File: config.mk
export PLATFORM = sky130hd
export DESIGN_NAME = mem_arbiter
export DESIGN_NICKNAME = d
export VERILOG_FILES = /design/src/rtl/mem_arbiter.sv
export SDC_FILE = /design/constraint.sdc
export NUM_CORES = 1
export LEC_CHECK = 0
export CORE_MARGIN = 1
export CORE_UTILIZATION = 44
export CTS_BUF_LIST = sky130_fd_sc_hd__clkbuf_8
export DETAILED_ROUTE_END_ITERATION = 8
export PLACE_DENSITY = 0.88
export SLEW_MARGIN = 10
export SYNTH_ARGS = -nofsm -noshare
export SYNTH_HDL_FRONTEND = slang
export SYNTH_SLANG_ARGS = --single-unit
File: constraint.sdc
create_clock -name clk -period 3 [get_ports clk]
set_input_delay 0.3 -clock clk [delete_from_list [all_inputs] [get_ports clk]]
set_output_delay 0.3 -clock clk [all_outputs]
set_load 0.01 [all_outputs]
File: src/rtl/mem_arbiter.sv
// mem_arbiter: two-requester arbiter and sequencer for the single-port,
// synchronous-read data memory. Each access is granted, issued to the memory
// for one cycle and completed with a one-cycle acknowledge.
// Optional feature macro: MEM_ARB_RR_EN selects round-robin arbitration;
// when it is undefined, m0 always wins (fixed priority).
module mem_arbiter #(
    parameter int DATA_WIDTH = 32,
    parameter int ADDR_WIDTH = 10
) (
    input  logic                  clk,
    input  logic                  reset_n,
    input  logic                  m0_req,
    input  logic                  m0_we,
    input  logic [ADDR_WIDTH-1:0] m0_addr,
    input  logic [DATA_WIDTH-1:0] m0_wdata,
    input  logic                  m1_req,
    input  logic                  m1_we,
    input  logic [ADDR_WIDTH-1:0] m1_addr,
    input  logic [DATA_WIDTH-1:0] m1_wdata,
    output logic                  m0_gnt,
    output logic                  m1_gnt,
    output logic                  m0_ack,
    output logic                  m1_ack,
    output logic [DATA_WIDTH-1:0] m0_rdata,
    output logic [DATA_WIDTH-1:0] m1_rdata,
    output logic                  mem_we,
    output logic [ADDR_WIDTH-1:0] mem_addr,
    output logic [DATA_WIDTH-1:0] mem_wdata,
    input  logic [DATA_WIDTH-1:0] mem_rdata
);

    typedef enum logic [1:0] {
        ST_IDLE  = 2'd0,
        ST_ISSUE = 2'd1,
        ST_RESP  = 2'd2
    } state_t;

    state_t                r_state;
    state_t                w_nextState;
    logic                  w_grant;
    logic                  w_anyReq;
    logic                  w_winner;
    logic                  r_owner;
    logic                  r_we;
    logic [ADDR_WIDTH-1:0] r_addr;
    logic [DATA_WIDTH-1:0] r_wdata;
    logic [DATA_WIDTH-1:0] r_rdata0;
    logic [DATA_WIDTH-1:0] r_rdata1;

    // No grant may be issued while the block is held in reset.
    assign w_anyReq = reset_n & (m0_req | m1_req);

`ifdef MEM_ARB_RR_EN
    logic r_ptr;

    // Preferred-master pointer: after every grant the other master is favoured.
    always_ff @(posedge clk or negedge reset_n) begin
        if (!reset_n) begin
            r_ptr <= 1'b0;
        end else if (w_grant) begin
            r_ptr <= ~w_winner;
        end
    end

    assign w_winner = (m0_req & m1_req) ? r_ptr : ~m0_req;
`else
    assign w_winner = ~m0_req;
`endif

    // State register; an asserted reset aborts any access in flight.
    always_ff @(posedge clk or negedge reset_n) begin
        if (!reset_n) begin
            r_state <= ST_IDLE;
        end else begin
            r_state <= w_nextState;
        end
    end

    // Next state and grant decision; IDLE and RESP are the arbitration points.
    always_comb begin
        w_nextState = r_state;
        w_grant     = 1'b0;
        case (r_state)
            ST_IDLE: begin
                if (w_anyReq) begin
                    w_grant     = 1'b1;
                    w_nextState = ST_ISSUE;
                end
            end
            ST_ISSUE: begin
                w_nextState = r_we ? ST_IDLE : ST_RESP;
            end
            ST_RESP: begin
                if (w_anyReq) begin
                    w_grant     = 1'b1;
                    w_nextState = ST_ISSUE;
                end else begin
                    w_nextState = ST_IDLE;
                end
            end
            default: begin
                w_nextState = ST_IDLE;
            end
        endcase
    end

    // Capture the winner's command; it drives the memory port until the next grant.
    always_ff @(posedge clk or negedge reset_n) begin
        if (!reset_n) begin
            r_owner <= 1'b0;
            r_we    <= 1'b0;
            r_addr  <= '0;
            r_wdata <= '0;
        end else if (w_grant) begin
            r_owner <= w_winner;
            r_we    <= w_winner ? m1_we    : m0_we;
            r_addr  <= w_winner ? m1_addr  : m0_addr;
            r_wdata <= w_winner ? m1_wdata : m0_wdata;
        end
    end

    // Keep each master's last read data until its next read completes.
    always_ff @(posedge clk or negedge reset_n) begin
        if (!reset_n) begin
            r_rdata0 <= '0;
            r_rdata1 <= '0;
        end else if (r_state == ST_RESP) begin
            if (r_owner) begin
                r_rdata1 <= mem_rdata;
            end else begin
                r_rdata0 <= mem_rdata;
            end
        end
    end

    assign m0_gnt    = w_grant & ~w_winner;
    assign m1_gnt    = w_grant &  w_winner;

    assign mem_we    = (r_state == ST_ISSUE) & r_we;
    assign mem_addr  = r_addr;
    assign mem_wdata = r_wdata;

    assign m0_ack    = (mem_we | (r_state == ST_RESP)) & ~r_owner;
    assign m1_ack    = (mem_we | (r_state == ST_RESP)) &  r_owner;

    // Read data is presented in the same cycle as its acknowledge.
    assign m0_rdata  = ((r_state == ST_RESP) & ~r_owner) ? mem_rdata : r_rdata0;
    assign m1_rdata  = ((r_state == ST_RESP) &  r_owner) ? mem_rdata : r_rdata1;

    // A master must keep its request up until it is granted.
    m0ReqHeld: assert property (@(posedge clk) disable iff (!reset_n)
                                (m0_req && !m0_gnt) |=> m0_req);
    m1ReqHeld: assert property (@(posedge clk) disable iff (!reset_n)
                                (m1_req && !m1_gnt) |=> m1_req);

endmodule

Word level (Yosys, flattened, before mapping):

Index checks and enable logic that the tools add are counted.

* add/subtract/negate cells: 0
* multiply operators: 0
* divide/modulo/power cells: 0
* order comparisons: 0
* equality and inequality tests: 3
* shift-type cells: 0
* mux-type cells: 11
* bitwise operators: 12
* reduce and logical (&&, ||, !) cells: 4

Operator list (number)
* two-way mux 32 bit: 3
* two-way mux 10 bit: 1
* bitwise AND 1 bit: 8
* one-hot mux 2 bit (3 select lines): 1
* two-way mux 1 bit: 4
* two-way mux 2 bit: 2
* AND reduction 2 bit: 2
* equality test 2 x 1 -> 1 bit, second input constant: 1
* equality test 2 bit, second input constant: 1
* zero test 2 bit: 1
* != test 2 bit, second input constant: 1
* NOT 1 bit: 2
* OR 1 bit: 2
* OR reduction 2 bit: 1

* register bits after elaboration: 110
* latch bits: 0
* RAM bits: 0
* memory bits (read-only): 0
* input bits: 122
* memories kept: 0

Longest topological paths before layout:

* depth after elaboration: 5
* gate-level depth with buffers: 6
* gate-level depth less buffers: 3

Least setup slack after synthesis:

OpenSTA, ideal clock, no wires.

* path type: register -> output
* start: register r_state[0]
* end: output m0_rdata[6]
* arrival: 1.431 ns
* data required time: 2.700 ns
* path slack: 1.269 ns
* stages on the path, launching flop included: 6
* cell sequence: dfrtp_1 nor2b_1 and2_1 clkbuf_1 buf_2 mux2_1

* word-level cells in the longest chain between the ends: 3

Ends and longest elaborated chain
* start, declared: RTL line 38 `state_t r_state;`
* start signal, assigned: RTL line 75 `r_state <= w_nextState;`
* equality test 2 bit: RTL line 147 `assign m0_rdata = ((r_state == ST_RESP) & ~r_owner) ? mem_rdata : r_rdata0;`
* bitwise AND 1 bit: RTL line 147
* two-way mux 32 bit: RTL line 147
* end, declared: RTL line 24 `output logic [DATA_WIDTH-1:0] m0_rdata,`

Every way passes these cells.

Final worst setup path:

* start: register r_state[0]
* end: output m0_rdata[31]

Same word-level chain as after synthesis.

==> impl_metrics.py <==
metrics = {
    "status": {
        "outcome": "completed",
    },
    "power_and_ir_drop": {
        "leakagePower_nw": 2.858,
        "vdd_drop_max_mv": 0.4299,
        "power.density_mw_per_mm2": 756.6,
    },
    "flow_run": {
        "cap_violations": 0,
    },
    "drt": {
        "postRouteAntennaNets": 0,
        "dr_total_vias": 3683,
        "drc": 0,
        "via_per_inst": 5.522,
        "wl_per_cell_um": 19.66,
        "drt_iter0_drc": 94,
        "routed_wl_um": 13120,
        "drt_pass1_iterations": 4,
    },
    "layout": {
        "drive_gt1_share_pct": 17.42,
        "num-fill-cells": 679,
        "synthToLayoutAreaGrowth_pct": 57.34,
        "diodes": 0,
        "final_cell_area_mm2": 0.007131,
        "fin_nets": 651,
    },
    "floorplan": {
        "chipWidth_um": 103.5,
        "io_pins": 233,
        "core-area_mm2": 0.009864,
        "die-height_um": 103.5,
        "initial_core_util_pct": 45.94,
        "row_count": 36,
        "fp.dieArea_mm2": 0.01071,
    },
    "timing": {
        "finalSetupTns_ps": 0,
        "max_slew_margin_pct": 44.65,
        "slew_violations": 0,
        "max_freq_mhz": 368.0,
        "finalHoldViolCount": 0,
        "finClkSkew_ps": 9.173,
        "worstMarginPinSlew_ps": 830.2,
        "grt_setup_unrepaired": "no",
        "layout_min_cycle_time_ps": 2717,
        "fin_crit_sh_pct": 90.57,
        "setup_violations": 0,
    },
    "cts": {
        "path_clk_slew_ps": 110,
        "post_cts_resized": 0,
        "clk_path_buf_depth": 2,
        "cts_hold_buf": 0,
        "cts_tree": "built",
        "h-tree-depth": 3,
        "cts_buffers": 9,
        "post_cts_buffers": 0,
        "cts_root_buffer": "clkbuf_8",
        "numClockSinks": 110,
        "worst_skew_pair.late_latency_ps": 360,
    },
    "synthesis": {
        "synth_edf_count": 0,
        "ys_async_sr_fraction_pct": 100.0,
        "ys_warn_count": 0,
        "synth-seq-cells": 110,
        "synth_top_area_share_pct": 60.74,
        "synth_most_common_cell": "dfrtp_1",
        "synth_fp_nets": 429,
        "synth_area_leader_cell": "dfrtp_1",
        "synth_common_cells": "110 x dfrtp_1, 63 x mux2_2, 43 x a221o_1, 43 x nor4b_1, 13 x clkbuf_1",
        "synth.area.top_cells": "dfrtp_1 61%, mux2_2 16%, a221o_1 9.5%",
        "avgSynthCellArea_um2": 14.76,
        "synth_area_mm2": 0.004532,
        "postSynthCellCount": 307,
        "synth-main-ff-cell": "dfrtp_1",
        "synth_cell_types": 19,
        "yosysSeqAreaShare_pct": 60.74,
    },
    "hold_path": {
        "hold_path.class": "input port to async pin",
    },
    "critical_path": {
        "crit_path_end_kind": "output pin",
        "required_ps": 2700,
        "start_kind": "flop",
        "critPathMaxFanout": 32,
        "crit_arrival_ps": 2420,
        "critical_path_class": "flop to output pin",
    },
    "global_route": {
        "grt_overflow": 0,
        "antenna_found_initial": 0,
        "track_usage_pct": 23.69,
        "grt_pass1_wl_um": 18980,
        "grt_max_degree": 67,
        "first_global_vias": 3691,
    },
    "placement": {
        "portBuffers": 232,
        "gp_congestion": 0.7633,
        "dpl.hpwl_um": 9349,
        "dpl_cell_area_mm2": 0.006930,
    },
}
## final timing paths
path / start / endpoint / slack, ps / cells after the start
worst max-delay path: r_state[0] / m0_rdata[31] / 280 / 5
worst min-delay path: reset_n / r_we / 20 / 2
worst max register to register: r_state[0] / mem_wdata[6] / 1170 / 5
worst min register to register: r_state[1] / r_state[1] / 450 / 1
max in group asynchronous: reset_n / r_rdata1[18] / 1730 / 3
min in group clk: r_state[1] / r_state[1] / 450 / 1
## sequential cells by signal, summed over array words and instances (netlist names)
name,flops
r_state,2
mem_wdata,32
r_owner,1
mem_addr,10
r_we,1
r_rdata0,32
r_rdata1,32
## where the power goes
group | total [mW] | switching, mW | internal (mW)
Clock | 0.874 | 0.527 | 0.347
Combinational | 2.35 | 0.910 | 1.44
Sequential | 2.18 | 0.178 | 2.00
## cells by family after synthesis
group                  count (synthesis)  synth area share [%]
muxes                                 64                 15.90
AOI/OAI and AO/OA                     44                 9.608
DFF                                  110                 60.74
and+or+nand+nor                       56                 9.857
buffers and inverters                 33                 3.893
## worst max-delay path, stage by stage, from the launching register on
cell and delay, ps:
dfrtp_1 410, nor2b_1 180, and2_1 160, buf_4 370
mux2_2 420, clkdlybuf4s50_1 490
## final cells by class
type / count / area [um^2] / area share (%)
repair buffers: 241 / 2382 / 33.41
clock inverters: 6 / 62.56 / 0.8773
well taps: 133 / 166.4 / 2.334
flip-flops and latches: 110 / 2753 / 38.60
inverters: 3 / 11.26 / 0.1579
clock buffers: 10 / 137.6 / 1.930
multi-input cells: 164 / 1618 / 22.69
## cell usage in the layout, fill, tap and decap left out, types with 2 or more instances in the layout
master	Yosys	final
a221o_1	43	43
buf_4	0	10
clkbuf_8	0	10
clkdlybuf4s50_1	0	230
clkinv_4	0	2
dfrtp_1	110	110
inv_1	3	3
inv_6	0	2
mux2_2	63	63
nor2_1	5	4
nor2_4	0	2
nor4b_1	43	43
## stage by stage
| step | setup WS (ps) | power, mW | cells | util [%] | hold slack, ps |
|---|---|---|---|---|---|
| after floorplan | 1269 | 3.127 | 307 | - | 4.409 |
| after global placement | 730.9 | 4.467 | 651 | 70.26 | 425.8 |
| after detailed placement | 669.4 | 4.566 | 651 | 70.26 | 436.0 |
| after CTS | 257.0 | 5.455 | 667 | 72.29 | 30.10 |
| after global routing | 158.7 | 5.692 | 667 | 72.29 | 41.09 |
| final | 282.8 | 5.395 | 667 | 72.29 | 19.87 |
## per-layer routing
metal  vias to the layer above  part of all wire [%]  global-route usage (%)
li1                       1627                     -                       -
met1                      1834                    37                   26.45
met2                       191                    51                   41.52
met3                        31                   9.3                   7.661
met4                         0                   2.8                   10.18
met5                         -                     0                       0
No activity file was read; power rests on OpenSTA's default activity.
